File: config.mk
export PLATFORM = sky130hd
export DESIGN_NAME = fifo_uart_tx
export DESIGN_NICKNAME = d
export VERILOG_FILES = /design/src/rtl/uart_pkg.sv /design/src/rtl/uart_baud_tick.sv /design/src/rtl/fifo_uart_tx.sv
export SDC_FILE = /design/constraint.sdc
export NUM_CORES = 1
export LEC_CHECK = 0
export CAP_MARGIN = 20
export CORE_ASPECT_RATIO = 1.5
export CORE_MARGIN = 8
export CORE_UTILIZATION = 46
export DETAILED_ROUTE_END_ITERATION = 8
export PLACE_DENSITY = 0.74
export SYNTH_ARGS = -nofsm -noshare
export SYNTH_HDL_FRONTEND = slang
export SYNTH_SLANG_ARGS = --single-unit
File: constraint.sdc
create_clock -name clk -period 2.25 [get_ports clk]
set_clock_uncertainty 0.15 [all_clocks]
set_input_delay 0.45 -clock clk [delete_from_list [all_inputs] [get_ports clk]]
set_output_delay 0.45 -clock clk [all_outputs]
set_load 0.05 [all_outputs]
File: src/rtl/uart_pkg.sv
// -----------------------------------------------------------------------------
// uart_pkg
//   Shared definitions for the FIFO-fed UART transmitter:
//     - 3-bit state encodings and the FSM state type
//     - counter widths
//     - frame_clks(): clk cycles from start-bit edge to end of stop bit
// -----------------------------------------------------------------------------
package uart_pkg;

  localparam logic [2:0] ENC_IDLE   = 3'd0;
  localparam logic [2:0] ENC_REQ    = 3'd1;
  localparam logic [2:0] ENC_CAP    = 3'd2;
  localparam logic [2:0] ENC_START  = 3'd3;
  localparam logic [2:0] ENC_DATA   = 3'd4;
  localparam logic [2:0] ENC_PARITY = 3'd5;
  localparam logic [2:0] ENC_STOP   = 3'd6;

  typedef enum logic [2:0] {
    ST_IDLE   = ENC_IDLE,
    ST_REQ    = ENC_REQ,
    ST_CAP    = ENC_CAP,
    ST_START  = ENC_START,
    ST_DATA   = ENC_DATA,
    ST_PARITY = ENC_PARITY,
    ST_STOP   = ENC_STOP
  } uart_state_t;

  localparam int unsigned BYTE_CNT_W = 16;

  // Start + data + optional parity + stop, each one bit period long.
  function automatic int unsigned frame_clks(input int unsigned clks_per_bit,
                                             input int unsigned data_w,
                                             input bit          parity_en);
    return (data_w + 2 + (parity_en ? 1 : 0)) * clks_per_bit;
  endfunction

endpackage

File: src/rtl/uart_baud_tick.sv
// -----------------------------------------------------------------------------
// uart_baud_tick
//   Bit-period timer. Counts 0..CLKS_PER_BIT-1 and wraps; tick is high for the
//   single cycle in which the count sits at CLKS_PER_BIT-1, i.e. the last cycle
//   of a bit period. restart holds the count at 0 (and suppresses tick) so the
//   first period after restart is a full CLKS_PER_BIT cycles.
// Ports
//   clk      in   system clock
//   rst      in   synchronous active-high reset
//   restart  in   clear/hold the counter at 0
//   tick     out  one-cycle pulse on the last cycle of each bit period
// -----------------------------------------------------------------------------
module uart_baud_tick #(
  parameter int unsigned CLKS_PER_BIT = 16
) (
  input  logic clk,
  input  logic rst,
  input  logic restart,
  output logic tick
);

  localparam int unsigned CNT_W = (CLKS_PER_BIT > 1) ? $clog2(CLKS_PER_BIT) : 1;
  localparam logic [CNT_W-1:0] LAST = CNT_W'(CLKS_PER_BIT - 1);

  logic [CNT_W-1:0] cnt_q, cnt_d;

  always_comb begin
    cnt_d = cnt_q;
    if (restart || (cnt_q == LAST)) begin
      cnt_d = '0;
    end else begin
      cnt_d = cnt_q + 1'b1;
    end
  end

  always_ff @(posedge clk) begin
    if (rst) begin
      cnt_q <= '0;
    end else begin
      cnt_q <= cnt_d;
    end
  end

  assign tick = (cnt_q == LAST) && !restart;

endmodule

File: src/rtl/fifo_uart_tx.sv
// -----------------------------------------------------------------------------
// fifo_uart_tx
//   Pulls bytes one at a time from an upstream synchronous FIFO and shifts each
//   out as an 8N1 UART frame, LSB first. One FIFO read per frame, no read-ahead.
//   Optional build macro: UART_TX_PARITY_EN adds an even-parity bit after the
//   data bits (8E1 frame). Default build (macro undefined) sends 8N1.
// Ports
//   clk         in   system clock, rising edge
//   rst         in   synchronous active-high reset
//   tx_en       in   permission to start a new frame (looked at in IDLE only)
//   fifo_empty  in   FIFO empty flag
//   fifo_dout   in   FIFO read data, valid the cycle after fifo_rd
//   fifo_rd     out  registered one-cycle FIFO read strobe
//   tx          out  registered serial line, idles high
//   busy        out  high whenever the FSM is not in IDLE
//   byte_cnt    out  completed-frame counter, wraps at 16 bits
//
// state  | meaning
// IDLE   | line high; wait for tx_en && !fifo_empty, then strobe fifo_rd
// REQ    | fifo_rd high for this one cycle
// CAP    | fifo_dout valid; load shifter, drive start bit
// START  | start bit (low) for one bit period
// DATA   | shift out DATA_W bits, LSB first
// PARITY | even-parity bit for one bit period (parity builds only)
// STOP   | stop bit (high) for one bit period; count the frame
// -----------------------------------------------------------------------------
module fifo_uart_tx
  import uart_pkg::*;
#(
  parameter int unsigned CLKS_PER_BIT = 16,
  parameter int unsigned DATA_W       = 8
) (
  input  logic                  clk,
  input  logic                  rst,
  input  logic                  tx_en,
  input  logic                  fifo_empty,
  input  logic [DATA_W-1:0]     fifo_dout,
  output logic                  fifo_rd,
  output logic                  tx,
  output logic                  busy,
  output logic [BYTE_CNT_W-1:0] byte_cnt
);

  localparam int unsigned BIT_W = (DATA_W > 1) ? $clog2(DATA_W) : 1;
  localparam logic [BIT_W-1:0] LAST_BIT = BIT_W'(DATA_W - 1);

  uart_state_t           state_q, state_d;
  logic [DATA_W-1:0]     shift_q, shift_d;
  logic [BIT_W-1:0]      bit_idx_q, bit_idx_d;
  logic                  tx_q, tx_d;
  logic                  fifo_rd_q, fifo_rd_d;
  logic [BYTE_CNT_W-1:0] byte_cnt_q, byte_cnt_d;
`ifdef UART_TX_PARITY_EN
  // The shifter is consumed as bits go out, so parity is captured with the byte.
  logic                  par_q, par_d;
`endif

  logic baud_restart;
  logic baud_tick;

  uart_baud_tick #(
    .CLKS_PER_BIT (CLKS_PER_BIT)
  ) u_baud (
    .clk     (clk),
    .rst     (rst),
    .restart (baud_restart),
    .tick    (baud_tick)
  );

  always_comb begin
    state_d      = state_q;
    shift_d      = shift_q;
    bit_idx_d    = bit_idx_q;
    tx_d         = tx_q;
    fifo_rd_d    = 1'b0;
    byte_cnt_d   = byte_cnt_q;
    baud_restart = 1'b0;
`ifdef UART_TX_PARITY_EN
    par_d        = par_q;
`endif

    case (state_q)
      ST_IDLE: begin
        baud_restart = 1'b1;
        tx_d         = 1'b1;
        if (tx_en && !fifo_empty) begin
          fifo_rd_d = 1'b1;
          state_d   = ST_REQ;
        end
      end

      ST_REQ: begin
        // fifo_empty may rise here as our own read lands; the byte is still ours.
        baud_restart = 1'b1;
        state_d      = ST_CAP;
      end

      ST_CAP: begin
        // Baud counter is held at 0 through this cycle, so START gets a full period.
        baud_restart = 1'b1;
        shift_d      = fifo_dout;
        bit_idx_d    = '0;
        tx_d         = 1'b0;
`ifdef UART_TX_PARITY_EN
        par_d        = ^fifo_dout;
`endif
        state_d      = ST_START;
      end

      ST_START: begin
        if (baud_tick) begin
          tx_d    = shift_q[0];
          state_d = ST_DATA;
        end
      end

      ST_DATA: begin
        if (baud_tick) begin
          shift_d   = shift_q >> 1;
          bit_idx_d = bit_idx_q + 1'b1;
          if (bit_idx_q == LAST_BIT) begin
`ifdef UART_TX_PARITY_EN
            tx_d    = par_q;
            state_d = ST_PARITY;
`else
            tx_d    = 1'b1;
            state_d = ST_STOP;
`endif
          end else begin
            tx_d = shift_d[0];
          end
        end
      end

      ST_PARITY: begin
        if (baud_tick) begin
          tx_d    = 1'b1;
          state_d = ST_STOP;
        end
      end

      ST_STOP: begin
        tx_d = 1'b1;
        if (baud_tick) begin
          byte_cnt_d = byte_cnt_q + 1'b1;
          state_d    = ST_IDLE;
        end
      end

      default: begin
        tx_d    = 1'b1;
        state_d = ST_IDLE;
      end
    endcase
  end

  always_ff @(posedge clk) begin
    if (rst) begin
      state_q    <= ST_IDLE;
      shift_q    <= '0;
      bit_idx_q  <= '0;
      tx_q       <= 1'b1;
      fifo_rd_q  <= 1'b0;
      byte_cnt_q <= '0;
`ifdef UART_TX_PARITY_EN
      par_q      <= 1'b0;
`endif
    end else begin
      state_q    <= state_d;
      shift_q    <= shift_d;
      bit_idx_q  <= bit_idx_d;
      tx_q       <= tx_d;
      fifo_rd_q  <= fifo_rd_d;
      byte_cnt_q <= byte_cnt_d;
`ifdef UART_TX_PARITY_EN
      par_q      <= par_d;
`endif
    end
  end

  assign tx       = tx_q;
  assign fifo_rd  = fifo_rd_q;
  assign busy     = (state_q != ST_IDLE);
  assign byte_cnt = byte_cnt_q;

endmodule

==> results of run 1 <==
registers in the layout, summed over array words and instances (netlist names):
signal / cells
fifo_rd: 1
u_baud.cnt_q: 4
tx: 1
byte_cnt: 16
bit_idx_q: 3
state_q: 3
shift_q: 8
through the flow:
step / util / area (um^2)
final: 0.615 / 2220
after detailed placement: 0.590 / 2130
after floorplan: - / 1700
after CTS: 0.614 / 2220
after global routing: 0.615 / 2220
after global placement: 0.590 / 2130
final timing paths:
kind / cells past startpoint / start / slack (ns) / to
setup / recovery: 1 / byte_cnt[2] / 0.11 / byte_cnt[2]
hold reg to reg: 1 / u_baud.cnt_q[0] / 0.30 / u_baud.cnt_q[0]
setup reg to reg: 5 / u_baud.cnt_q[0] / 0.14 / byte_cnt[15]
hold / removal: 1 / u_baud.cnt_q[0] / 0.30 / u_baud.cnt_q[0]
area by class of cell:
| cell class | count | area share |
|---|---|---|
| clock buffer | 5 | 0.0310 |
| tap | 43 | 0.0242 |
| multi-input combinational | 141 | 0.408 |
| clock inverter | 3 | 0.00844 |
| timing repair buffer | 45 | 0.190 |
| sequential | 36 | 0.326 |
| inverter | 7 | 0.0118 |
cell families (layout without fill, tap and decap cells):
logic type               count (synthesis)  in the layout  share of synthesized area
AO/OA/AOI/OAI                           38             38                      0.146
XOR/XNOR                                11             11                     0.0569
adder cells (fa/ha/maj)                  4              4                     0.0296
buffers and inverters                   19             60                     0.0436
flip-flops                              36             36                      0.426
multiplexers                             9              9                     0.0540
AND/OR/NAND/NOR                         79             79                      0.244
power groups by stage:
stage / registers (uW) / logic [uW] / clock network [uW]
after global placement: 697 / 217 / 0
after global routing: 687 / 241 / 494
final: 684 / 219 / 458
after detailed placement: 698 / 220 / 0
after floorplan: 706 / 134 / 0
after CTS: 684 / 221 / 467
layer usage:
layer	wire, um	up-vias
met5	0	-
met4	85	0
met3	157	8
met2	2080	22
met1	1420	699
li1	-	773
placed cells by master (no fill, tap or decap), types with 8 or more instances in the layout:
cell type	n
buf_4	15
nor2_1	26
nor3_1	8
nand2_1	11
a21oi_1	14
dfxtp_1	32
a211oi_1	8
clkdlybuf4s50_1	29
mux2i_1	8
xnor2_1	10
==> flow_summary.toml, run 1 <==
[critical_path]
crit_arrival_ns = 1.54
end_kind = "primary output"
cp_slowest_cell = "clkdlybuf4s50_1"
timing_worst_setup_path_type = "register to primary output"
worstPathCellList = "clkdlybuf4s50_1"
critical_path.max_fanout = 4
crit_path_start_kind = "register"
cp_slowest_stage_delay_ns = 0.83
crit_buf_inv = 1
crit_required_ns = 1.65
cp_top_family = "buffers and inverters"

[power_and_ir_drop]
p_int_uw = 982
leakagePower_uw = 0.000747
switching_share = 0.278
p_per_area_nw_per_um2 = 612
pwr-share-seq = 0.503
p_clk_frac = 0.336
finalPower_uw = 1360
p_sw_uw = 379
vdd_drop_max_uv = 561
share_comb_of_total_power = 0.161

[detailed_routing]
wl_per_cell_um = 13.4
dr.pass1.iters = 4
final_antenna_net_count = 0
avgViaCountPerCell = 5.36
num_vias = 1502
postRouteWirelength_mm = 3.74
drc = 0
drt-initial-drc-count = 80

[logic_synthesis]
avgSynthCellArea_um2 = 8.64
synth_cell_type_count = 40
yosys-top-cells-area = "dfxtp_1, nor2_1, xnor2_1"
ys_ff_latch = 36
synth.top_cells.by_count = "dfxtp_1, nor2_1, a21oi_1"
yosys.area.top_type_share = 0.426
syn-cell-area_um2 = 1690
synth_seq_area_share = 0.426
netlist_instances = 196
synthArstFlopShare = 0
synthFlopType = "dfxtp_1"
yosysMostFrequentCell = "dfxtp_1"
synth-edff-count = 0
yosys.area.top_type = "dfxtp_1"
yosys_warnings = 0
syn_nets = 212

[floorplanning]
die_area_um2 = 5920
rows = 27
coreArea_um2 = 3610
ios = 31
die_x_um = 65.5
dieHeight_um = 90.3
initial_core_util = 0.468

[finish]
nets = 252
fillerInstances = 312
syn_to_final_growth_pct = 31.3
drive_gt1_frac = 0.160
multi_input_area_um2 = 907
num_antenna_cells = 0
register_area_um2 = 726
instances_no_fill = 280

[clock_network]
cts_tree = "built"
clk_pin_slew_ns = 0.08
htree_num_levels = 2
clock_path_buffers = 2
root_buffer = "clkbuf_8"
cts.sinks = 36
cts_buffers = 5
insertion_delay_ns = 0.30
ctsHoldBuffers = 0
cts_resized = 0
postCtsSetupBuffers = 0

[timing]
setup_viol = 0
fmax_ghz = 0.467
finalSetupTns_ns = 0
rsz0062_at_grt = "no"
slew_headroom = 0.658
fin_hold_ws_ns = 0.302
hold_viol = 0
layout_setup_ws_ns = 0.110
final_max_slew_viol_count = 0
fin_crit_ns = 2.14
min_period_over_period = 0.951
tightest_slew_ns = 0.513

[global_routing]
use_met3 = 0.0398
antenna_found_initial = 0
grt_pass1_vias = 1522
grt_max_degree = 17
globalRouteMet1Util = 0.129
grt_overflow_total = 0
met2_usage = 0.255
grtUsageTotal = 0.137
grt_most_used_layer = "met2"
grt_first_pass_wirelength_mm = 6.56

[placement]
hpwl_mm = 2.89
port_buffers = 30
dp_cells = 272
pre_cts_ws_ns = 0.0826
gp_congestion = 0.769

[status]
status = "finished clean"

[flow_run]
maxCapViolations = 0

[worst_hold_path]
hp-class = "register to register"
No activity file was read; power rests on OpenSTA's default activity.
==> run 2, diff against run 1 <==
CAP_MARGIN = not set   (was 20)
SETUP_SLACK_MARGIN = 0.02   (was not set)
==> run 2 against run 1 <==
Via count increased by 0.73%. Power grew 1.1%. Non-clock buffer count decreased by 1. Combinational power hardly changed. Global-route usage is 0.53 points higher. Critical endpoint is now byte_cnt[8]. Highest routed layer unchanged.
==> flow_summary.toml, run 2 (synthesized netlist as in run 1, its figures left out) <==
[status]
status = "finished clean"

[floorplanning]
ios = 31
initial_core_util = 0.468
dieHeight_um = 90.3
die_area_um2 = 5920
rows = 27
die_x_um = 65.5
coreArea_um2 = 3610

[placement]
port_buffers = 30
gp_congestion = 0.727
hpwl_mm = 2.80
placed_cell_area_um2 = 2130
pre_cts_ws_ns = 0.0927

[global_routing]
grt_overflow_total = 0
antenna_found_initial = 0
grt_max_degree = 17
grt_pass1_vias = 1594
grtUsageTotal = 0.142
grt_first_pass_wirelength_mm = 6.85

[timing]
hold_viol = 0
min_period_over_period = 0.948
setup_viol = 0
final_max_slew_viol_count = 0
rsz0062_at_grt = "no"
slew_headroom = 0.664
fin_crit_ns = 2.13
finalSetupTns_ns = 0
fmax_ghz = 0.469
fin_hold_ws_ns = 0.305
tightest_slew_ns = 0.503
layout_setup_ws_ns = 0.117

[clock_network]
postCtsSetupBuffers = 0
clock_path_buffers = 2
clk_pin_slew_ns = 0.07
insertion_delay_ns = 0.29
cts_buffers = 5
htree_num_levels = 2
root_buffer = "clkbuf_8"
cts_tree = "built"
cts.sinks = 36

[critical_path]
reg2reg_to = "byte_cnt[15]"
crit_cells = 1
crit_required_ns = 1.65
cp_slowest_stage_delay_ns = 0.83
critical_path.max_fanout = 5
end_kind = "primary output"
worstPathCellList = "clkdlybuf4s50_1"
r2r_cells = 5
r2r_slack_ns = 0.16
crit_path_start_kind = "register"
cp_top_family = "buffers and inverters"
reg2reg_from = "u_baud.cnt_q[0]"
crit_buf_inv = 1
crit_arrival_ns = 1.53
cp_slowest_cell = "clkdlybuf4s50_1"
timing_worst_setup_path_type = "register to primary output"

[flow_run]
maxCapViolations = 0

[detailed_routing]
avgViaCountPerCell = 5.42
postRouteWirelength_mm = 3.78
dr.pass1.iters = 4
drc = 0
drt-initial-drc-count = 41
num_vias = 1513
final_antenna_net_count = 0
wl_per_cell_um = 13.5

[finish]
drive_gt1_frac = 0.169
layout_common_cells = "dfxtp_1, clkdlybuf4s50_1, nor2_1, a21oi_1, buf_4"
fillerInstances = 328
syn_to_final_growth_pct = 31.5
fin_area_um2 = 2230
nets = 251
final_common_cell = "dfxtp_1"
largest_reg_flops = 16
num_antenna_cells = 0
multi_input_area_um2 = 910
register_area_um2 = 728

[worst_hold_path]
hold_end = "u_baud.cnt_q[0]"
whs_path_depth = 1
hp-class = "register to register"
min-delay-start = "u_baud.cnt_q[0]"

[power_and_ir_drop]
leakagePower_uw = 0.000744
p_int_uw = 1010
p_clk_frac = 0.345
pwr-share-seq = 0.497
p_sw_uw = 366
share_comb_of_total_power = 0.158
finalPower_uw = 1380
p_per_area_nw_per_um2 = 618
switching_share = 0.266
vdd_drop_max_uv = 506
run 2: repair_timing:
item,CTS,global route
endpoints found under the hold margin,0,0
endpoints found under the setup margin,0,2
resized for setup,0,1
hold buffers,0,0
run 2: worst max path at each step:
stage	from	end	slack [ns]
2_1_floorplan	byte_cnt[1]	byte_cnt[15]	0.03
3_5_place_dp	u_baud.cnt_q[0]	byte_cnt[15]	0.09
4_1_cts	u_baud.cnt_q[0]	byte_cnt[15]	0.06
6_report	byte_cnt[8]	byte_cnt[8]	0.12
3_3_place_gp	u_baud.cnt_q[0]	byte_cnt[15]	0.13
5_1_grt	u_baud.cnt_q[0]	shift_q[4]	0.03
run 2: metrics by stage:
stage,utilization,instances
6_report,0.616,279
5_1_grt,0.616,279
4_1_cts,0.615,279
3_5_place_dp,0.589,271
3_3_place_gp,0.589,271
2_1_floorplan,-,196
run 2: final cells by class:
cell class	instances	area share
multi-input combinational	141	0.409
sequential	36	0.327
timing repair buffer	44	0.187
clock buffer	6	0.0371
tap	43	0.0242
inverter	7	0.0118
clock inverter	2	0.00450
run 2: routing by layer:
| layer | global-route usage | up-vias | wire length [um] |
|---|---|---|---|
| li1 | - | 777 | - |
| met1 | 0.141 | 707 | 1510 |
| met2 | 0.252 | 22 | 2030 |
| met3 | 0.0410 | 7 | 137 |
| met4 | 0.0786 | 0 | 97 |
| met5 | 0 | - | 0 |
run 2: power groups by stage:
stage / clock (uW) / sequential [uW] / combinational (uW)
2_1_floorplan: 0 / 706 / 134
3_3_place_gp: 0 / 698 / 217
3_5_place_dp: 0 / 698 / 219
4_1_cts: 492 / 684 / 220
5_1_grt: 518 / 688 / 243
6_report: 475 / 684 / 217
==> run 3, diff against run 2 <==
CORE_UTILIZATION = 40   (was 46)
PLACE_DENSITY = 0.66   (was 0.74)
==> run 3 against run 2 <==
Critical path depth is the same. First-iteration DRC count is 63% higher. Register-to-register slack worse by 0.03 ns. Cell area grew 0.90%. Clock power down 0.8%. Global-route usage is 2.3 points lower. Clock-buffer cell count rose by 1. Combinational power is 4% higher. Non-clock buffer count up 2. Via count rose by 0.46%. Fmax shrank 0.79%. Critical path type unchanged. Power up 0.34%.
==> flow_summary.toml, run 3 (synthesized netlist as in run 1, its figures left out) <==
[timing]
final_max_slew_viol_count = 0
min_period_over_period = 0.956
fmax_ghz = 0.465
tightest_slew_ns = 0.505
fin_crit_ns = 2.15
finalSetupTns_ns = 0
slew_headroom = 0.662
setup_viol = 0
hold_viol = 0
rsz0062_at_grt = "no"

[detailed_routing]
drc = 0
avgViaCountPerCell = 5.35
final_antenna_net_count = 0
postRouteWirelength_mm = 3.82
drt-initial-drc-count = 67
wl_per_cell_um = 13.4
num_vias = 1520
dr.pass1.iters = 4

[finish]
final_common_cell = "dfxtp_1"
num_antenna_cells = 0
largest_reg_flops = 16
drive_gt1_frac = 0.172
syn_to_final_growth_pct = 32.7
nets = 253
layout_common_cells = "dfxtp_1, clkdlybuf4s50_1, nor2_1, buf_4, a21oi_1"
fin_area_um2 = 2250

[power_and_ir_drop]
p_int_uw = 1020
p_per_area_nw_per_um2 = 614
switching_share = 0.262
finalPower_uw = 1380
leakagePower_uw = 0.000748
p_sw_uw = 361
pwr-share-seq = 0.496
p_clk_frac = 0.341
share_comb_of_total_power = 0.163
vdd_drop_max_uv = 608

[floorplanning]
dieHeight_um = 95.7
die_x_um = 69.1
die_area_um2 = 6610
coreArea_um2 = 4140
ios = 31
rows = 29
initial_core_util = 0.409

[global_routing]
grt_pass1_vias = 1468
grt_max_degree = 17
antenna_found_initial = 0
grt_first_pass_wirelength_mm = 6.66
grt_overflow_total = 0
grtUsageTotal = 0.120

[critical_path]
end_kind = "primary output"
crit_cells = 1
cp_slowest_stage_delay_ns = 0.84
r2r_slack_ns = 0.13
reg2reg_from = "u_baud.cnt_q[0]"
crit_end = "byte_cnt[10]"
crit_arrival_ns = 1.55
critical_path.max_fanout = 5
crit_buf_inv = 1
cp_slowest_cell = "clkdlybuf4s50_1"
r2r_cells = 5
crit_required_ns = 1.65
timing_worst_setup_path_type = "register to primary output"
reg2reg_to = "byte_cnt[15]"
worstPathCellList = "clkdlybuf4s50_1"
crit_path_start_kind = "register"
startpoint = "byte_cnt[10]"
cp_top_family = "buffers and inverters"

[worst_hold_path]
hp-class = "register to register"

[clock_network]
cts_buffers = 5
clk_pin_slew_ns = 0.07
postCtsSetupBuffers = 0
cts.sinks = 36
insertion_delay_ns = 0.28
clock_path_buffers = 2
htree_num_levels = 2
cts_tree = "built"
root_buffer = "clkbuf_8"

[placement]
port_buffers = 30
hpwl_mm = 2.88
placed_cell_area_um2 = 2150
gp_congestion = 0.774

[status]
status = "finished clean"

[flow_run]
maxCapViolations = 0
-- run 3: cell count changes in the layout (fill, tap and decap cells not counted) --
cell / delta
buf_4: +2
clkbuf_1: +1
clkinv_2: -2
clkinvlp_4: +1
-- run 3: how the worst min path moves through the flow --
stage	from	to	slack (ns)	cells after the start
finish	bit_idx_q[1]	bit_idx_q[1]	0.31	2
global route	bit_idx_q[1]	bit_idx_q[1]	0.33	2
CTS	bit_idx_q[2]	bit_idx_q[2]	0.31	2
detailed placement	u_baud.cnt_q[0]	u_baud.cnt_q[0]	0.29	1
global placement	u_baud.cnt_q[0]	u_baud.cnt_q[0]	0.29	1
floorplan	u_baud.cnt_q[0]	u_baud.cnt_q[0]	0.27	1
-- run 3: power by group through the flow --
| stage | registers, uW | clock network [uW] | logic, uW |
|---|---|---|---|
| after floorplan | 706 | 0 | 134 |
| after global placement | 697 | 0 | 225 |
| after detailed placement | 699 | 0 | 227 |
| after CTS | 684 | 487 | 228 |
| after global routing | 689 | 512 | 248 |
| final | 684 | 471 | 225 |
-- run 3: routing by layer --
| layer | share of wire | wire (um) | track usage | vias to the layer above |
|---|---|---|---|---|
| met5 | 0 | 0 | 0 | - |
| met4 | 0.0081 | 31 | 0.0463 | 0 |
| met3 | 0.036 | 137 | 0.0406 | 2 |
| met2 | 0.55 | 2110 | 0.224 | 17 |
| met1 | 0.40 | 1540 | 0.119 | 721 |
| li1 | - | - | - | 780 |
-- run 3: cell type report --
| cell class | instances | area, um^2 |
|---|---|---|
| sequential | 36 | 728 |
| timing repair buffer | 46 | 430 |
| clock inverter | 1 | 7.51 |
| inverter | 7 | 26.3 |
| clock buffer | 7 | 86.3 |
| fill | 409 | 1890 |
| multi-input combinational | 141 | 910 |
| tap | 46 | 57.6 |
-- run 3: per-stage QoR --
step | worst slack, ns | util | hold WS, ns | instances
final | 0.0998 | 0.543 | 0.309 | 284
after global routing | 0.0288 | 0.543 | 0.329 | 284
after CTS | 0.0272 | 0.542 | 0.312 | 284
after detailed placement | 0.0467 | 0.519 | 0.295 | 276
after global placement | 0.116 | 0.519 | 0.285 | 276
after floorplan | 0.0340 | - | 0.270 | 196
-- run 3: what timing repair did --
action,in CTS,in global routing
hold endpoints to repair,0,0
hold buffers,0,0
setup endpoints to repair,0,2
gates resized for setup,0,1
